$ cat src/rtl/mem_bus_arbiter_pkg.sv
// Shared types and constants for the IF/MEM single-port RAM arbiter.
// State codes, grant encoding, defaults and the fixed IF fetch request shape.
package mem_bus_arbiter_pkg;

  typedef enum logic [1:0] {
    ARB_IDLE = 2'b00,
    ARB_BUSY = 2'b01,
    ARB_DONE = 2'b10
  } arb_state_e;

  typedef enum logic {
    GRANT_IF  = 1'b0,
    GRANT_MEM = 1'b1
  } grant_e;

  localparam int          DEF_STARVE_LIMIT = 4;
  localparam int          DEF_TIMEOUT      = 16;
  localparam logic        CHIP_ENABLE      = 1'b1;
  localparam logic        CHIP_DISABLE     = 1'b0;
  localparam logic        WRITE_DISABLE    = 1'b0;
  localparam logic [31:0] ZERO_WORD        = 32'h0000_0000;
  localparam logic [3:0]  SEL_WORD         = 4'b1111;

  typedef struct packed {
    logic        we;
    logic [31:0] addr;
    logic [3:0]  sel;
    logic [31:0] data;
  } ram_req_t;

  // Instruction fetches are always full-word reads.
  function automatic ram_req_t if_fetch_req(input logic [31:0] addr);
    ram_req_t r;
    r.we   = WRITE_DISABLE;
    r.addr = addr;
    r.sel  = SEL_WORD;
    r.data = ZERO_WORD;
    return r;
  endfunction

endpackage

$ cat src/rtl/mem_bus_arbiter_priority.sv
// Grant selection between IF and MEM with a saturating IF-starvation counter.
// The counter only moves while the arbiter is idle (en=1).
module arb_priority
  import mem_bus_arbiter_pkg::*;
#(
  parameter int STARVE_LIMIT = DEF_STARVE_LIMIT
) (
  input  logic   clk,
  input  logic   rst,
  input  logic   en,
  input  logic   if_req,
  input  logic   mem_req,
  output grant_e grant,
  output logic   grant_valid
);

  localparam int              SC_W   = $clog2(STARVE_LIMIT + 1);
  localparam logic [SC_W-1:0] SC_MAX = SC_W'(STARVE_LIMIT);

  logic [SC_W-1:0] starve_cnt;
  logic            if_forced;

  always_comb begin
    if_forced   = if_req && (starve_cnt == SC_MAX);
    grant_valid = if_req || mem_req;
    grant       = (mem_req && !if_forced) ? GRANT_MEM : GRANT_IF;
  end

  // Counts MEM wins that left IF waiting; any IF win or IF going quiet resets it.
  always_ff @(posedge clk or posedge rst) begin
    if (rst) begin
      starve_cnt <= '0;
    end else if (en) begin
      if (!if_req || grant == GRANT_IF) begin
        starve_cnt <= '0;
      end else if (starve_cnt != SC_MAX) begin
        starve_cnt <= starve_cnt + 1'b1;
      end
    end
  end

endmodule

$ cat src/rtl/mem_bus_arbiter.sv
// Arbitrates one single-ported RAM between instruction fetch and load/store.
// One registered transaction at a time: IDLE -> BUSY (wait ack/timeout) -> DONE.
module mem_bus_arbiter
  import mem_bus_arbiter_pkg::*;
#(
  parameter int STARVE_LIMIT = DEF_STARVE_LIMIT,
  parameter int TIMEOUT      = DEF_TIMEOUT
) (
  input  logic        clk,
  input  logic        rst,
  input  logic        if_ce_i,
  input  logic [31:0] if_addr_i,
  output logic [31:0] if_data_o,
  output logic        if_stallreq_o,
  input  logic        mem_ce_i,
  input  logic        mem_we_i,
  input  logic [31:0] mem_addr_i,
  input  logic [3:0]  mem_sel_i,
  input  logic [31:0] mem_data_i,
  output logic [31:0] mem_data_o,
  output logic        mem_stallreq_o,
  output logic        ram_ce_o,
  output logic        ram_we_o,
  output logic [31:0] ram_addr_o,
  output logic [3:0]  ram_sel_o,
  output logic [31:0] ram_data_o,
  input  logic [31:0] ram_data_i,
  input  logic        ram_ack_i,
  output logic        bus_err_o,
  output logic [1:0]  dbg_state
);

  localparam int              TMO_W    = $clog2(TIMEOUT + 1);
  localparam logic [TMO_W-1:0] TMO_LAST = TMO_W'(TIMEOUT - 1);

  arb_state_e       state, state_next;
  grant_e           grant, winner;
  logic             grant_valid;
  ram_req_t         req_sel;
  logic [TMO_W-1:0] tmo_cnt;
  logic             timeout_hit, start, finish_ack, finish_tmo;
  logic             done_if, done_mem;

  arb_priority #(
    .STARVE_LIMIT(STARVE_LIMIT)
  ) u_priority (
    .clk        (clk),
    .rst        (rst),
    .en         (state == ARB_IDLE),
    .if_req     (if_ce_i),
    .mem_req    (mem_ce_i),
    .grant      (grant),
    .grant_valid(grant_valid)
  );

  always_comb begin
    if (grant == GRANT_IF) begin
      req_sel = if_fetch_req(if_addr_i);
    end else begin
      req_sel = '{we: mem_we_i, addr: mem_addr_i, sel: mem_sel_i, data: mem_data_i};
    end
  end

  always_ff @(posedge clk or posedge rst) begin
    if (rst) begin
      state <= ARB_IDLE;
    end else begin
      state <= state_next;
    end
  end

  // An ack on the last allowed BUSY cycle wins over the timeout.
  always_comb begin
    state_next  = state;
    start       = 1'b0;
    finish_ack  = 1'b0;
    finish_tmo  = 1'b0;
    timeout_hit = (tmo_cnt == TMO_LAST);
    case (state)
      ARB_IDLE: begin
        if (grant_valid) begin
          start      = 1'b1;
          state_next = ARB_BUSY;
        end
      end
      ARB_BUSY: begin
        if (ram_ack_i) begin
          finish_ack = 1'b1;
          state_next = ARB_DONE;
        end else if (timeout_hit) begin
          finish_tmo = 1'b1;
          state_next = ARB_DONE;
        end
      end
      ARB_DONE: state_next = ARB_IDLE;
      default:  state_next = ARB_IDLE;
    endcase
  end

  always_ff @(posedge clk or posedge rst) begin
    if (rst) begin
      winner     <= GRANT_IF;
      tmo_cnt    <= '0;
      ram_ce_o   <= CHIP_DISABLE;
      ram_we_o   <= WRITE_DISABLE;
      ram_addr_o <= ZERO_WORD;
      ram_sel_o  <= '0;
      ram_data_o <= ZERO_WORD;
      if_data_o  <= ZERO_WORD;
      mem_data_o <= ZERO_WORD;
      bus_err_o  <= 1'b0;
    end else begin
      bus_err_o <= finish_tmo;
      if (start) begin
        winner     <= grant;
        tmo_cnt    <= '0;
        ram_ce_o   <= CHIP_ENABLE;
        ram_we_o   <= req_sel.we;
        ram_addr_o <= req_sel.addr;
        ram_sel_o  <= req_sel.sel;
        ram_data_o <= req_sel.data;
      end else if (state == ARB_BUSY && !finish_ack && !finish_tmo) begin
        tmo_cnt <= tmo_cnt + 1'b1;
      end
      if (finish_ack || finish_tmo) begin
        ram_ce_o   <= CHIP_DISABLE;
        ram_we_o   <= WRITE_DISABLE;
        ram_addr_o <= ZERO_WORD;
        ram_sel_o  <= '0;
        ram_data_o <= ZERO_WORD;
      end
      // A requester that dropped ce mid-cycle no longer wants the result.
      if (finish_ack && !ram_we_o) begin
        if (winner == GRANT_IF && if_ce_i) begin
          if_data_o <= ram_data_i;
        end else if (winner == GRANT_MEM && mem_ce_i) begin
          mem_data_o <= ram_data_i;
        end
      end
      if (finish_tmo) begin
        if (winner == GRANT_IF && if_ce_i) begin
          if_data_o <= ZERO_WORD;
        end else if (winner == GRANT_MEM && mem_ce_i) begin
          mem_data_o <= ZERO_WORD;
        end
      end
    end
  end

  always_comb begin
    done_if        = (state == ARB_DONE) && (winner == GRANT_IF);
    done_mem       = (state == ARB_DONE) && (winner == GRANT_MEM);
    if_stallreq_o  = if_ce_i & ~done_if;
    mem_stallreq_o = mem_ce_i & ~done_mem;
    dbg_state      = state;
  end

endmodule

$ cat config.mk
export PLATFORM = sky130hd
export DESIGN_NAME = mem_bus_arbiter
export DESIGN_NICKNAME = d
export VERILOG_FILES = /design/src/rtl/mem_bus_arbiter_pkg.sv /design/src/rtl/mem_bus_arbiter_priority.sv /design/src/rtl/mem_bus_arbiter.sv
export SDC_FILE = /design/constraint.sdc
export NUM_CORES = 1
export LEC_CHECK = 0
export ABC_AREA = 1
export CORE_MARGIN = 2
export CORE_UTILIZATION = 45
export CTS_BUF_LIST = sky130_fd_sc_hd__clkbuf_4 sky130_fd_sc_hd__clkbuf_8
export CTS_CLUSTER_SIZE = 30
export DETAILED_ROUTE_END_ITERATION = 16
export PLACE_DENSITY = 0.92
export SYNTH_ARGS = -nofsm -noshare
export SYNTH_HDL_FRONTEND = slang
export SYNTH_SLANG_ARGS = --single-unit
export TNS_END_PERCENT = 10
$ cat constraint.sdc
create_clock -name clk -period 6.3 [get_ports clk]
set_input_delay 0.945 -clock clk [delete_from_list [all_inputs] [get_ports clk]]
set_output_delay 0.945 -clock clk [all_outputs]
set_load 0.05 [all_outputs]
==> out/qor.csv, run 1 <==
stage,metric,value,unit
timing,fin_setup_tns,0,ns
yosys,ys_seq_area_share,53.8,%
timing,clock.fmax,260,MHz
clock_network,clock_sinks,146,
pwr,p_per_area,580,mW/mm^2
yosys,yosysTopAreaCellShare,53.8,%
setup_path,worstSetupPathType,primary input to output pin,
floorplanning,row_count,44,
place,io_buffers,276,
route,drtAntennaViolNets,0,
cells_and_area,finish.utilization,68.3,%
floorplanning,initial_core_util,46.4,%
setup_path,crit_path_max_fanout,40,
route,vias,6836,
yosys,syn_nets,1029,
timing,tightestPinTransition,1.21,ns
cells_and_area,final_area,0.0100,sq mm
yosys,synthFlopType,dfrtp_1,
place,pre_cts_ws,2.20,ns
yosys,syn_avg_cell_area,7.65,sq um
global_routing,grt_pass1_vias,6648,
global_routing,grt_first_pass_wirelength,33.0,mm
route,drt_iter0_drc,416,
cells_and_area,area_growth,47.4,%
timing,fin_crit,3.85,ns
setup_path,cp.required,5.35,ns
cells_and_area,drive_gt1_share,4.79,%
place,place_area,0.00963,sq mm
global_routing,grt_start_max_net_pins,89,
yosys,synthTopCellsByArea,"dfrtp_1 54%, nand2_1 17%, nand3_1 13%, nor2_1 7.1%, inv_1 2.8%",
clock_network,postCtsResizedCells,0,
place,hpwl,14.7,mm
clock_network,cts_tree,yes,
yosys,synthDistinctLibCells,21,
route,dr.pass1.iters,6,
clock_network,root_buffer,clkbuf_8,
route,routedWlPerCell,15.5,microns
floorplanning,die_h,127,microns
yosys,synthArstFlopShare,100,%
outcome,status,completed,
global_routing,grt_use_total,26.0,%
setup_path,cp-end-kind,output pin,
global_routing,grt_overflow,0,
timing,final-max-slew-violation-count,0,
timing,min_period_over_period,61.1,%
pwr,total_power,5.81,mW
yosys,yosysTopAreaCell,dfrtp_1,
place,routabilityCongestion,0.801,
yosys,ys_seq_elements,146,
timing,hold_viol,0,
timing,setup_viol,0,
yosys,synth.most_common_cell,nand2_1,
cells_and_area,num_antenna_cells,0,
route,via_per_inst,5.13,
global_routing,antenna_found_initial,0,
timing,finalClockSkew,0.0125,ns
min_path,min_path_type,register to register,
floorplanning,die_x,127,microns
job,maxCapViolations,0,
setup_path,startpoint_type,primary input,
route,drt-total-wl,20.7,mm
clock_network,h-tree-depth,4,
yosys,synth_area,0.00679,sq mm
clock_network,insertion_delay,0.45,ns
floorplanning,boundaryPins,277,
pwr,p_leak,5.12,nW
yosys,ys_warn_count,0,
route,drc,0,
pwr,ir_worst_vdd,0.000369,V
clock_network,cts.clk_slew.worst_paths,0.08,ns
clock_network,hold_buffers,0,
yosys,synth-edff-count,0,
floorplanning,core_area,0.0146,sq mm
floorplanning,die_area,0.0161,sq mm
setup_path,crit_arrival,2.90,ns
cells_and_area,nets,1278,
timing,timing.final.ws_setup,2.45,ns
clock_network,max-clock-path-buffers,2,
timing,rsz0062_at_grt,no,
yosys,yosys-top-cells-count,"302 x nand2_1, 175 x nand3_1, 146 x dfrtp_1, 129 x nor2_1, 50 x inv_1",
yosys,syn_inst,887,
clock_network,post_cts_buffers,0,
timing,maxSlewHeadroom,19.2,%
clock_network,numCtsBuffers,17,
[worst max-delay path, stage by stage]
cell and delay (ns):
clkdlybuf4s50_1 0.45, buf_4 0.38, o21ai_0 0.20, inv_1 0.11, clkdlybuf4s50_1 0.81
[metrics by stage]
step,hold WS (ns),cells
after floorplan,0.472,887
after global placement,0.479,1301
after detailed placement,0.486,1301
after CTS,0.503,1333
after global routing,0.523,1333
final,0.500,1333
[state kept, by name, summed over array words and instances (netlist names)]
name / flops
winner: 1
ram_we_o: 1
ram_addr_o: 32
if_data_o: 32
ram_ce_o: 1
ram_data_o: 32
u_priority.starve_cnt: 3
ram_sel_o: 4
mem_data_o: 32
bus_err_o: 1
tmo_cnt: 5
dbg_state: 2
[placed cells by master, fill, tap and decap left out]
cell               n
a21oi_1            1
buf_4              9
bufinv_16          1
clkbuf_4           3
clkbuf_8          20
clkdlybuf4s50_1  276
clkinv_2           5
clkinv_4           1
clkinvlp_4         1
dfrtp_1          146
ha_1               4
inv_1             49
inv_2              2
inv_6              2
nand2_1          301
nand2_2            3
nand3_1          175
nand4_1            3
nor2_1           127
nor2_2             5
nor2_4             2
o21ai_0            8
o21ai_4            1
o21bai_1           1
o22ai_1            1
xor2_1             2
[area by class of cell]
type,count,area [sq um]
fill,1131,4640
sequential,146,3650
timing repair buffer,285,2830
multi-input combinational,634,2720
clock buffer,23,298
tap,184,230
inverter,52,200
clock inverter,9,80.1
[power breakdown]
group          switching [mW]  total, mW  leakage [nW]  internal (mW)
clock network           0.351      0.706         0.200          0.355
logic                    2.40       3.46          3.12           1.06
registers               0.272       1.64          1.80           1.37
total                    3.02       5.81          5.12           2.79
[routing by layer]
layer	GRT usage [%]	vias to the layer above	wire [microns]
li1	-	3271	-
met1	29.1	3183	7770
met2	45.6	328	10300
met3	7.38	54	1780
met4	12.5	0	845
met5	0	-	0
[cell families after synthesis]
logic type,after synthesis,share of synthesized area (%)
and+or+nand+nor,616,37.7
DFF,146,53.8
buffers and inverters,107,6.45
AOI/OAI and AO/OA,12,0.995
adders and majority gates,4,0.737
xor gates and xnor gates,2,0.258
[final timing paths]
kind | startpoint | to | slack, ns | cells past startpoint
min in group asynchronous | rst | if_data_o[13] | 1.01 | 2
max in group asynchronous | rst | tmo_cnt[3] | 4.08 | 3
max reg2reg | winner | if_data_o[18] | 3.29 | 6
min | ram_addr_o[8] | ram_addr_o[8] | 0.50 | 2
max | mem_ce_i | mem_stallreq_o | 2.45 | 5
min reg2reg | ram_addr_o[8] | ram_addr_o[8] | 0.50 | 2
No activity file was read; power rests on OpenSTA's default activity.
==> run 2: changes to the inputs <==
- clock period: 6.3 -> 3.95 ns (I/O delays scaled with it)
==> out/qor.csv, run 2 (synthesis results as in run 1) <==
stage,metric,value,unit,change
outcome,status,completed,,
timing,maxSlewHeadroom,37.1,%,+18 points
floorplanning,core_area,0.0146,sq mm,unchanged
place,hpwl,14.5,mm,-1.1%
route,drtAntennaViolNets,0,,unchanged
place,routabilityCongestion,0.821,,+2.5%
timing,hold_viol,0,,unchanged
timing,finalClockSkew,0.0107,ns,-0.00177 ns
timing,clock.fmax,351,MHz,
clock_network,insertion_delay,0.44,ns,about the same
timing,min_period_over_period,72.1,%,
timing,fin_crit,2.85,ns,
setup_path,cp.required,3.36,ns,-1.99 ns
min_path,min_delay_path_depth,2,,unchanged
setup_path,crit_path_max_fanout,6,,-85%
floorplanning,boundaryPins,277,,unchanged
floorplanning,die_x,127,microns,unchanged
route,vias,6846,,+0.15%
setup_path,reg2regPathDepth,10,,+4
setup_path,crit_arrival,2.25,ns,-0.65 ns
global_routing,grt_overflow,0,,unchanged
cells_and_area,nFillCells,1166,,+3.1%
timing,rsz0062_at_grt,no,,
cells_and_area,nets,1283,,+0.39%
clock_network,max-clock-path-buffers,2,,unchanged
cells_and_area,mostFrequentLayoutCells,"301 x nand2_1, 275 x clkdlybuf4s50_1, 175 x nand3_1, 146 x dfrtp_1, 127 x nor2_1",,
clock_network,post_cts_buffers,0,,unchanged
clock_network,root_buffer,clkbuf_8,,
clock_network,cts.clk_slew.worst_paths,0.07,ns,about the same
pwr,ir_worst_vdd,0.000604,V,+64%
pwr,p_per_area,933,mW/mm^2,+61%
pwr,p_leak,5.16,nW,+0.90%
setup_path,worstSetupPathType,primary input to output pin,,
floorplanning,die_h,127,microns,unchanged
timing,tightestPinTransition,0.941,ns,-0.269 ns
pwr,internal_power,4.62,mW,+66%
pwr,pwr-share-comb,58.4,%,-1.1 points
cells_and_area,drive_gt1_share,5.29,%,+0.50 points
place,io_buffers,276,,unchanged
setup_path,startpoint_type,primary input,,
floorplanning,die_area,0.0161,sq mm,unchanged
clock_network,hold_buffers,0,,unchanged
pwr,power.switching,4.82,mW,+60%
setup_path,r2r_slack,1.54,ns,-1.75 ns
route,dr.pass1.iters,5,,-1
pwr,seq_power_share,27.8,%,-0.5 points
route,routedWlPerCell,15.3,microns,-1.8%
route,drt-total-wl,20.4,mm,-1.4%
job,maxCapViolations,0,,unchanged
clock_network,numCtsBuffers,17,,unchanged
clock_network,cts_tree,yes,,
route,drc,0,,unchanged
route,drt_iter0_drc,471,,+13%
setup_path,cp-end-kind,output pin,,
timing,final-max-slew-violation-count,0,,unchanged
cells_and_area,finish.utilization,69.1,%,+0.80 points
cells_and_area,regArea,0.00365,sq mm,unchanged
floorplanning,initial_core_util,46.4,%,unchanged
cells_and_area,layout_commonest_cell,nand2_1,,
cells_and_area,multi_input_area,0.00272,sq mm,unchanged
min_path,min_path_type,register to register,,
global_routing,grt_start_max_net_pins,82,,-7.9%
global_routing,grt_pass1_vias,6616,,-0.48%
timing,fin_setup_tns,0,ns,unchanged
clock_network,clock_sinks,146,,unchanged
route,via_per_inst,5.12,,-0.23%
clock_network,postCtsResizedCells,0,,unchanged
clock_network,h-tree-depth,4,,unchanged
global_routing,grt_use_total,25.8,%,-0.21 points
pwr,switching_share,51.0,%,-0.97 points
timing,setup_viol,0,,unchanged
pwr,pwr-share-clk,13.8,%,+1.6 points
cells_and_area,area_growth,49.2,%,
global_routing,grt_first_pass_wirelength,32.9,mm,-0.34%
global_routing,antenna_found_initial,0,,unchanged
floorplanning,row_count,44,,unchanged
cells_and_area,num_antenna_cells,0,,unchanged
run 2: cell types whose count changed in the layout (fill, tap and decap cells not counted), sizes merged:
cell	previous run	this run
buf	9	15
bufinv	1	4
clkbuf	23	21
clkdlybuf4s50	276	275
clkinv	6	4
clkinvlp	1	3
inv	53	52
run 2: path summary, 6_finish.rpt:
path | startpoint | endpoint
worst max-delay path | if_ce_i | if_stallreq_o
min in group asynchronous | rst | if_data_o[25]
max in group asynchronous | rst | ram_addr_o[22]
worst min-delay path | ram_data_o[31] | ram_data_o[31]
worst max register to register | tmo_cnt[0] | ram_addr_o[25]
worst min register to register | ram_data_o[31] | ram_data_o[31]
run 2: final cells by class:
| type | count | share of cell area (%) |
|---|---|---|
| timing repair buffer | 290 | 28.4 |
| inverter | 52 | 1.96 |
| sequential | 146 | 36.1 |
| multi-input combinational | 634 | 26.8 |
| tap | 184 | 2.27 |
| clock inverter | 11 | 1.77 |
| clock buffer | 21 | 2.67 |
run 2: power groups by stage:
stage                     clock network (mW)  logic [mW]  registers (mW)
after floorplan                            0        1.28            4.92
after global placement                     0        5.45            2.61
after detailed placement                   0        5.53            2.64
after CTS                               1.33        5.55            2.62
after global routing                    1.40        5.82            2.71
final                                   1.30        5.52            2.62
run 2: worst max-delay path: stages:
cell	delay [ns]
clkdlybuf4s50_1	0.62
o21ai_0	0.14
inv_1	0.08
clkdlybuf4s50_1	0.81
run 2: per-stage QoR:
step | instance area, sq um | hold slack (ns) | worst slack, ns | instances | total power [mW]
2_1_floorplan | 6790 | 0.472 | 1.52 | 887 | 6.20
3_3_place_gp | 9680 | 0.480 | 1.13 | 1306 | 8.05
3_5_place_dp | 9680 | 0.486 | 1.08 | 1306 | 8.17
4_1_cts | 10100 | 0.505 | 1.11 | 1338 | 9.50
5_1_grt | 10100 | 0.522 | 1.05 | 1338 | 9.93
6_report | 10100 | 0.499 | 1.10 | 1338 | 9.44
run 2: routing by layer:
layer / up-vias / global-route usage (%) / share of wire [%]
met1: 3187 / 30.2 / 38
met3: 41 / 7.21 / 8.3
li1: 3286 / - / -
met2: 332 / 45.2 / 51
met5: - / 0 / 0
met4: 0 / 9.50 / 2.5
==> run 3: changes to the inputs <==
- clock period: 3.95 -> 2.7 ns (I/O delays scaled with it)
==> out/qor.csv, run 3 (synthesis results as in run 1) <==
stage,metric,value,unit,change
outcome,status,completed,,
clock_network,clock_sinks,146,,unchanged
setup_path,crit_path_max_fanout,5,,-1
floorplanning,die_h,127,microns,unchanged
setup_path,startpoint_type,register,,
global_routing,grt_first_pass_wirelength,33.1,mm,+0.67%
clock_network,numCtsBuffers,17,,unchanged
route,dr.pass1.iters,5,,unchanged
route,drtAntennaViolNets,0,,unchanged
setup_path,cp-end-kind,output pin,,
timing,fin_crit,2.15,ns,
floorplanning,boundaryPins,277,,unchanged
cells_and_area,num_antenna_cells,0,,unchanged
cells_and_area,mostFrequentLayoutCells,"301 x nand2_1, 274 x clkdlybuf4s50_1, 175 x nand3_1, 146 x dfrtp_1, 127 x nor2_1",,
cells_and_area,area_growth,49.7,%,
cells_and_area,final_area,0.0102,sq mm,+0.33%
place,io_buffers,276,,unchanged
clock_network,cts_tree,yes,,
floorplanning,initial_core_util,46.4,%,unchanged
timing,rsz0062_at_grt,no,,
setup_path,crit_slowest_cell,clkdlybuf4s50_1,,
route,drt-total-wl,20.6,mm,+0.65%
setup_path,slowest_delay,0.87,ns,+0.06 ns
floorplanning,row_count,44,,unchanged
pwr,ir_worst_vdd,0.000922,V,+53%
clock_network,hold_buffers,0,,unchanged
route,drt_iter0_drc,486,,+3.2%
timing,finalClockSkew,0.0157,ns,+0.00498 ns
clock_network,post_cts_buffers,0,,unchanged
setup_path,cp_cell_sequence,clkdlybuf4s50_1,,
clock_network,cts.clk_slew.worst_paths,0.08,ns,about the same
clock_network,max-clock-path-buffers,2,,unchanged
cells_and_area,nFillCells,1127,,-3.3%
timing,hold_viol,0,,unchanged
timing,setup_viol,0,,unchanged
timing,clock.fmax,465,MHz,
cells_and_area,drive_gt1_share,5.62,%,+0.33 points
cells_and_area,layout_commonest_cell,nand2_1,,
place,routabilityCongestion,0.825,,+0.49%
route,routedWlPerCell,15.3,microns,+0.42%
setup_path,crit_family,buffers and inverters,,
clock_network,postCtsResizedCells,0,,unchanged
setup_path,cp.required,2.30,ns,-1.06 ns
floorplanning,die_x,127,microns,unchanged
clock_network,h-tree-depth,4,,unchanged
setup_path,worst-path-buf-inv,1,,-2
cells_and_area,nets,1287,,+0.31%
global_routing,grt_pass1_vias,6631,,+0.23%
place,place_area,0.00977,sq mm,+0.93%
global_routing,antenna_found_initial,0,,unchanged
place,hpwl,14.8,mm,+2.4%
pwr,p_leak,5.18,nW,+0.23%
timing,final-max-slew-violation-count,0,,unchanged
timing,min_period_over_period,79.6,%,
pwr,p_per_area,1350,mW/mm^2,+45%
global_routing,grt_start_max_net_pins,82,,unchanged
route,via_per_inst,5.08,,-0.68%
floorplanning,core_area,0.0146,sq mm,unchanged
global_routing,grt_use_total,25.7,%,-0.079 points
job,maxCapViolations,0,,unchanged
clock_network,root_buffer,clkbuf_8,,
floorplanning,die_area,0.0161,sq mm,unchanged
setup_path,worstSetupPathType,register to output pin,,
timing,tightestPinTransition,0.637,ns,-0.304 ns
timing,maxSlewHeadroom,57.5,%,+20 points
setup_path,r2r_slack,0.62,ns,-0.92 ns
global_routing,grt_overflow,0,,unchanged
clock_network,insertion_delay,0.44,ns,about the same
route,drc,0,,unchanged
setup_path,crit_arrival,1.74,ns,-0.51 ns
min_path,min_path_type,primary input to async pin,,
timing,fin_setup_tns,0,ns,unchanged
route,vias,6815,,-0.45%
-- run 3: cell count changes in the layout (fill, tap and decap cells not counted), sizes merged --
| cell | before | now |
|---|---|---|
| clkbuf | 21 | 20 |
| inv | 52 | 53 |
| clkdlybuf4s50 | 275 | 274 |
| clkinvlp | 3 | 5 |
| bufinv | 4 | 2 |
| clkinv | 4 | 3 |
| buf | 15 | 20 |
-- run 3: path summary, 6_finish.rpt --
kind	startpoint	endpoint	depth (start not counted)
min in group clk	mem_data_i[2]	ram_data_o[2]	3
worst max register to register	tmo_cnt[0]	if_data_o[19]	10
max in group asynchronous	rst	ram_addr_o[29]	3
worst min register to register	ram_data_o[17]	ram_data_o[17]	2
worst min-delay path	rst	if_data_o[27]	3
worst max-delay path	dbg_state[0]	dbg_state[0]	1
-- run 3: metal layers --
layer | vias up | GRT usage [%] | share of wire [%]
li1 | 3295 | - | -
met1 | 3192 | 30.6 | 38
met2 | 286 | 44.3 | 51
met3 | 42 | 7.47 | 7.8
met4 | 0 | 9.44 | 2.8
met5 | - | 0 | 0
-- run 3: through the flow --
step / hold WS [ns] / total power [mW] / instances / utilization (%) / setup slack [ns]
final: 0.430 / 13.7 / 1341 / 69.4 / 0.550
after global routing: 0.447 / 14.4 / 1341 / 69.4 / 0.429
after CTS: 0.437 / 13.8 / 1341 / 69.4 / 0.515
after detailed placement: 0.488 / 12.0 / 1310 / 66.7 / 0.464
after global placement: 0.480 / 11.8 / 1310 / 66.7 / 0.506
after floorplan: 0.472 / 9.07 / 887 / - / 0.462
-- run 3: area by class of cell --
class / instances / area [sq um] / share of cell area (%)
Clock inverter: 11 / 130 / 1.28
Multi-Input combinational cell: 634 / 2720 / 26.7
Tap cell: 184 / 230 / 2.27
Sequential cell: 146 / 3650 / 36.0
Inverter: 52 / 199 / 1.96
Clock buffer: 20 / 263 / 2.59
Timing Repair Buffer: 294 / 2970 / 29.2
-- run 3: power breakdown --
part / leakage [nW] / internal [mW] / switching (mW) / total (mW)
clock network: 0.189 / 0.867 / 0.846 / 1.71
registers: 1.80 / 3.20 / 0.656 / 3.86
logic: 3.19 / 2.55 / 5.59 / 8.15
total: 5.18 / 6.62 / 7.09 / 13.7
